## src/rtl/countdown_timer.sv

```systemverilog
// Loadable down-counting timer: a prescaler turns clk into unit ticks and each
// tick decrements the count; reaching zero pulses done and latches expired (or reloads).
module countdown_timer #(
  parameter int unsigned TICKS       = 50_000_000,
  parameter int unsigned WIDTH       = 10,
  parameter bit          AUTO_RELOAD = 1'b0
) (
  input  logic             clk,
  input  logic             rst,
  input  logic             load,
  input  logic [WIDTH-1:0] load_val,
  input  logic             start,
  input  logic             pause,
  output logic [WIDTH-1:0] out,
  output logic             running,
  output logic             done,
  output logic             expired
);

  localparam int unsigned PW = $clog2(TICKS);
  localparam logic [PW-1:0] PRESC_MAX = PW'(TICKS - 1);

  typedef enum logic [1:0] {
    IDLE    = 2'd0,
    RUN     = 2'd1,
    PAUSED  = 2'd2,
    EXPIRED = 2'd3
  } state_t;

  state_t           state, state_n;
  logic [WIDTH-1:0] reload, reload_n, out_n;
  logic [PW-1:0]    presc, presc_n;
  logic             done_n, expired_n;

  // NOTE: every target gets a default before the branches so no path leaves
  // a value unassigned -- otherwise synthesis infers a latch.
  always_comb begin
    state_n   = state;
    out_n     = out;
    reload_n  = reload;
    presc_n   = presc;
    done_n    = 1'b0;
    expired_n = expired;

    if (load) begin
      out_n     = load_val;
      reload_n  = load_val;
      presc_n   = '0;
      state_n   = IDLE;
      expired_n = 1'b0;
    end else begin
      unique case (state)
        IDLE: begin
          if (start && out != '0) begin
            state_n = RUN;
            presc_n = '0;
          end
        end
        RUN: begin
          if (pause) begin
            state_n = PAUSED;
          end else if (presc == PRESC_MAX) begin
            presc_n = '0;
            if (out > WIDTH'(1)) begin
              out_n = out - WIDTH'(1);
            end else if (out == WIDTH'(1)) begin
              done_n = 1'b1;
              // A zero reload register would spin forever at zero, so it expires instead.
              if (AUTO_RELOAD && reload != '0) begin
                out_n = reload;
              end else begin
                out_n     = '0;
                state_n   = EXPIRED;
                expired_n = 1'b1;
              end
            end
          end else begin
            presc_n = presc + PW'(1);
          end
        end
        PAUSED: begin
          if (start && !pause) state_n = RUN;
        end
        EXPIRED: begin
          out_n     = '0;
          expired_n = 1'b1;
        end
        default: state_n = IDLE;
      endcase
    end
  end

  // NOTE: state registers use non-blocking assignments so every flop samples
  // pre-edge values regardless of statement order.
  always_ff @(posedge clk or negedge rst) begin
    if (!rst) begin
      state   <= IDLE;
      out     <= '0;
      reload  <= '0;
      presc   <= '0;
      running <= 1'b0;
      done    <= 1'b0;
      expired <= 1'b0;
    end else begin
      state   <= state_n;
      out     <= out_n;
      reload  <= reload_n;
      presc   <= presc_n;
      running <= (state_n == RUN);
      done    <= done_n;
      expired <= expired_n;
    end
  end

endmodule

```

## config.mk

```make
export PLATFORM = sky130hd
export DESIGN_NAME = countdown_timer
export DESIGN_NICKNAME = d
export VERILOG_FILES = /design/src/rtl/countdown_timer.sv
export SDC_FILE = /design/constraint.sdc
export NUM_CORES = 1
export LEC_CHECK = 0
export ABC_CLOCK_PERIOD_IN_PS = 5090
export CELL_PAD_IN_SITES_DETAIL_PLACEMENT = 0
export CELL_PAD_IN_SITES_GLOBAL_PLACEMENT = 1
export CORE_MARGIN = 5
export CORE_UTILIZATION = 47
export DETAILED_ROUTE_END_ITERATION = 10
export MAX_ROUTING_LAYER = met4
export PLACE_DENSITY_LB_ADDON = 0.3
export SYNTH_ARGS = -nofsm -noshare
export SYNTH_HDL_FRONTEND = slang
export SYNTH_SLANG_ARGS = --single-unit
```

## constraint.sdc

```tcl
create_clock -name clk -period 5.09 [get_ports clk]
set_clock_uncertainty 0.15 [all_clocks]
set_input_delay 0.509 -clock clk [delete_from_list [all_inputs] [get_ports clk]]
set_output_delay 0.509 -clock clk [all_outputs]
set_load 0.02 [all_outputs]
```

# Yosys cells after proc, flatten, opt, wreduce, memory -nomap -nowiden
# Cells that the tools add are included.
totals:
  in_bits: 15
  output_inout_bits: 13
  ff_bits: 41
op_classes:
  n_addsub: 2
  eq_ne: 12
  magnitude_cmp: 1
  n_reduce_logical: 10
  n_mux: 31
ops:
  columns: ["operator", "count"]
  rows:
  - ["$mux 26", 4]
  - ["$pmux 26 s2", 1]
  - ["$mux 10", 5]
  - ["$add 26x1->26 const B", 1]
  - ["$eq 26x26->1 const B", 1]
  - ["$pmux 10 s2", 1]
  - ["$ne 3x3->1 const B", 5]
  - ["$mux 2", 7]
  - ["$mux 1", 11]
  - ["$eq 10x1->1 const B", 1]
  - ["$gt 10x1->1 const B", 1]
  - ["$reduce_bool 10->1", 1]
  - ["$sub 10x1->10 const B", 1]
  - ["$pmux 2 s3", 1]
  - ["$reduce_bool 3->1", 2]
  - ["$reduce_and 5->1", 1]
  - ["$eq 2x1->1 const B", 2]
  - ["$eq 2x2->1 const B", 2]
  - ["$ne 4x4->1 const B", 1]
  - ["$reduce_and 4->1", 1]
  - ["$reduce_and 3->1", 1]
  - ["$logic_and 1x1->1", 2]
  - ["$logic_not 2->1", 1]
  - ["$pmux 1 s2", 1]
  - ["$logic_not 1->1", 1]

# Longest topological paths before layout
depth:
  word_depth: 8
  ltp_mapped: 8

# Least setup slack after synthesis
# No wires, ideal clock.
synth_path:
  path_kind: "register to register"
  startpoint: "register out[0]"
  endpoint: "register out[9]"
  stages_incl_launch_ff: 9
  arrival_time_ps: 2023
  setup_slack_ps: 2837
  period_less_slack_ps: 2253
  n_path_buf: 1
  required_time_ps: 4860
  setup_ps: 80
  cell_sequence: "dfrtp_1 -> inv_1 -> ha_1 -> or2_2 -> a31oi_1 -> clkbuf_1 -> o41ai_1 -> nand3_1 -> o2bb2ai_1"
synth_via:
  elab_chain_len: 6
  word_cells_on_any_way: 10
  cone_classes: "1 x add/sub; 1 x order compare; 2 x eq/ne; 5 x mux; 1 x reduce/logical"
synth_lines:
  columns: ["element", "line_no", "text"]
  rows:
  - ["from (decl)", "14", "output logic [WIDTH-1:0] out,"]
  - ["from (signal assigned)", "106", "out <= out_n;"]
  - ["$sub 10x1->10 or $gt 10x1->1 (tied branches)", "65, 64", null]
  - ["$mux 10", "64", "if (out > WIDTH'(1)) begin"]
  - ["$mux 10", "62", "end else if (presc == PRESC_MAX) begin"]
  - ["$mux 10", "60", "if (pause) begin"]
  - ["$pmux 10 s2", "52", "unique case (state)"]
  - ["$mux 10", "45", "if (load) begin"]
# Several ways; a longest one is shown, not always the timed one. The select of a mux whose other input is x is not followed.
# A chain may end at the register's enable or synchronous reset.

# Final worst setup path
layout_path:
  startpoint: "input load"
  endpoint: "register out[9]"
layout_via:
  elab_chain_len: 2
  word_cells_on_any_way: 6
  cone_classes: "3 x eq/ne; 1 x mux; 2 x reduce/logical"
layout_lines:
  columns: ["element", "line_no", "text"]
  rows:
  - ["from (decl)", "10", "input logic load,"]
  - ["$ne 4x4->1 (no source line), or another cell as far along", null, null]
  - ["$reduce_and 4->1 (no source line)", null, null]
# Several ways; a longest one is shown, not always the timed one.

==> flow_metrics.tcl <==
set metrics [dict create \
    ir_drop_v 0.000185 \
    tightestPinTransition_ns 1.17 \
    synth-xor-area-share 0 \
    period_minus_slack_ns 2.98 \
    synth_area_per_cell_sq_um 9.30 \
    drt_wl_total_um 5780 \
    slowest_stage "a31oi_1" \
    grt_pass1_wl_um 10000 \
    post-route-drc-count 0 \
    dieArea_sq_um 6990 \
    routedWlPerCell_um 15.8 \
    netlist_instances 274 \
    cts_max_level 2 \
    grt_overflow 0 \
    cts_resized 0 \
    fin_setup_tns_ns 0 \
    synth_simple_gate_area_frac 0.271 \
    cts_sinks 41 \
    via_per_inst 5.99 \
    place_ws_ns 1.86 \
    synth_fa_ha_area_frac 0.0196 \
    antenna_found_initial 0 \
    gp_congestion 0.823 \
    cts_setup_buffers 0 \
    maxSlewViolCount 0 \
    cp-end-kind "register" \
    grt_use_total 0.176 \
    holdBufCountCts 0 \
    status "finished clean" \
    final_util 0.560 \
    path_class "in -> reg" \
    worstPathArrival_ns 3.04 \
    synth_compound_area_frac 0.235 \
    cts_buffers 5 \
    clock_latency_ns 0.29 \
    drtIter0Drc 109 \
    final_nets 314 \
    max_stage_delay_ns 0.79 \
    netlist-cell-type-count 57 \
    hp-class "in -> async" \
    critPathMaxFanout 18 \
    place_area_sq_um 2810 \
    nFillCells 456 \
    final_antenna_net_count 0 \
    rsz0062_at_grt "false" \
    io_pins 28 \
    num_vias 2187 \
    dp_cells 358 \
    fin_cells 365 \
    synthMostInstantiatedCell "dfrtp_1" \
    fin_ws_ns 2.11 \
    hpwl_um 4020 \
    synth-edff-count 0 \
    synth_common_cells "dfrtp_1, a21oi_1, nand3_1" \
    chipWidth_um 83.6 \
    ys_top_cells_by_area "dfrtp_1, a21oi_1, nand3_1, o21ai_0, o2bb2ai_1" \
    start_kind "primary input" \
    syn_nets 293 \
    root_buffer "clkbuf_8" \
    grt_pass1_vias 2081 \
    final.period_utilization 0.585 \
    ys_warn_count 0 \
    port-buffer-count 27 \
    slew_headroom 0.217 \
    drive_above_1_share 0.0746 \
    final_area_sq_um 2900 \
    synth_top_family_by_area "simple AND/OR/NAND/NOR gates" \
    fp.dieH_um 83.6 \
    final-hold-violation-count 0 \
    p_per_area_nw_per_um2 302 \
    synth_area_leader_cell "dfrtp_1" \
    area_delta_synth_final_pct 13.8 \
    ys_seq_area_frac 0.403 \
    synthMuxAreaShare 0.0201 \
    p_leak_nw 1.15 \
    clock_path_buffers 2 \
    synth_area_sq_um 2550 \
    drv_cap 0 \
    synthFlopType "dfrtp_1" \
    power_mw 0.876 \
    cts_tree "built" \
    fin_hold_ws_ns 0.207 \
    rows 26 \
    crit_chain "clkdlybuf4s50_1 -> a21o_1 -> a31oi_1 -> and3_1 -> a22oi_1 -> o2bb2ai_1" \
    timing.fmax_mhz 336 \
    dr.pass1.iters 4 \
    ys_async_sr_fraction 1.00 \
    yosysTopAreaCellShare 0.403 \
    core-area_sq_um 5170 \
    critPathRequiredTime_ns 5.15 \
    clkTransAtPathRegs_ns 0.08 \
    ys_seq_elements 41 \
    diodes 0 \
    finalSetupViolations 0 \
    grt_max_degree 42 \
    initial_core_util 0.493 \
]
[path summary, 6_finish.rpt]
kind / startpoint / to / slack, ns / cells past startpoint
min reg2reg: expired$_DFFE_PN0P_ / expired$_DFFE_PN0P_ / 0.34 / 1
max reg2reg: out[0]$_DFFE_PN0P_ / out[9]$_DFFE_PN0P_ / 2.32 / 7
max in group asynchronous: rst / out[8]$_DFFE_PN0P_ / 4.00 / 1
min: rst / presc[16]$_DFFE_PN0P_ / 0.21 / 1
min in group clk: expired$_DFFE_PN0P_ / expired$_DFFE_PN0P_ / 0.34 / 1
max: load / out[9]$_DFFE_PN0P_ / 2.11 / 6
[kinds of logic after synthesis]
| group | Yosys count |
|---|---|
| AND/OR/NAND/NOR | 114 |
| buffers and inverters | 24 |
| adder cells (fa/ha/maj) | 4 |
| AO/OA/AOI/OAI | 86 |
| multiplexers | 5 |
| flip-flops | 41 |
[cell usage in the layout (no fill, tap or decap), drive strengths merged, types with 5 or more instances in the layout]
cell and count:
a22oi 5, nor2 15, a21oi 22, a21o 6, nor3 7, nand4 9
nand2 18, nand3 19, clkbuf 7, nor4 5, o2bb2ai 9, a22o 7
or4 6, clkdlybuf4s50 26, nor2b 5, inv 11, o21ai 20, dfrtp 41
and3 5, or3 8
[power by group]
part	internal [mW]	total, mW	switching (mW)
logic	0.112	0.259	0.147
clock network	0.108	0.218	0.110
registers	0.351	0.399	0.0477
[worst max-delay path, delay by kind of cell]
kind                   cells  cell delay, ns
and+or+nand+nor            1            0.35
AOI/OAI and AO/OA          4            1.40
buffers and inverters      1            0.78
[state kept, by name, summed over array words and instances, names as in the netlist]
register,flops
done,1
state,2
running,1
presc,26
out,10
expired,1
[final cells by class]
type | count | area (sq um) | share of cell area
clock buffers | 7 | 86.3 | 0.0298
multi-input cells | 209 | 1390 | 0.480
inverters | 11 | 41.3 | 0.0142
flip-flops and latches | 41 | 1030 | 0.354
well taps | 70 | 87.6 | 0.0302
repair buffers | 27 | 265 | 0.0915
[metal layers]
metal  vias to the layer above  GRT usage  routed length (um)
met3                         7     0.0365                 232
li1                       1088          -                   -
met5                         -          -                   0
met4                         0     0.0395                  55
met1                      1042      0.250                2960
met2                        50      0.259                2530
No activity file was read; power rests on OpenSTA's default activity.
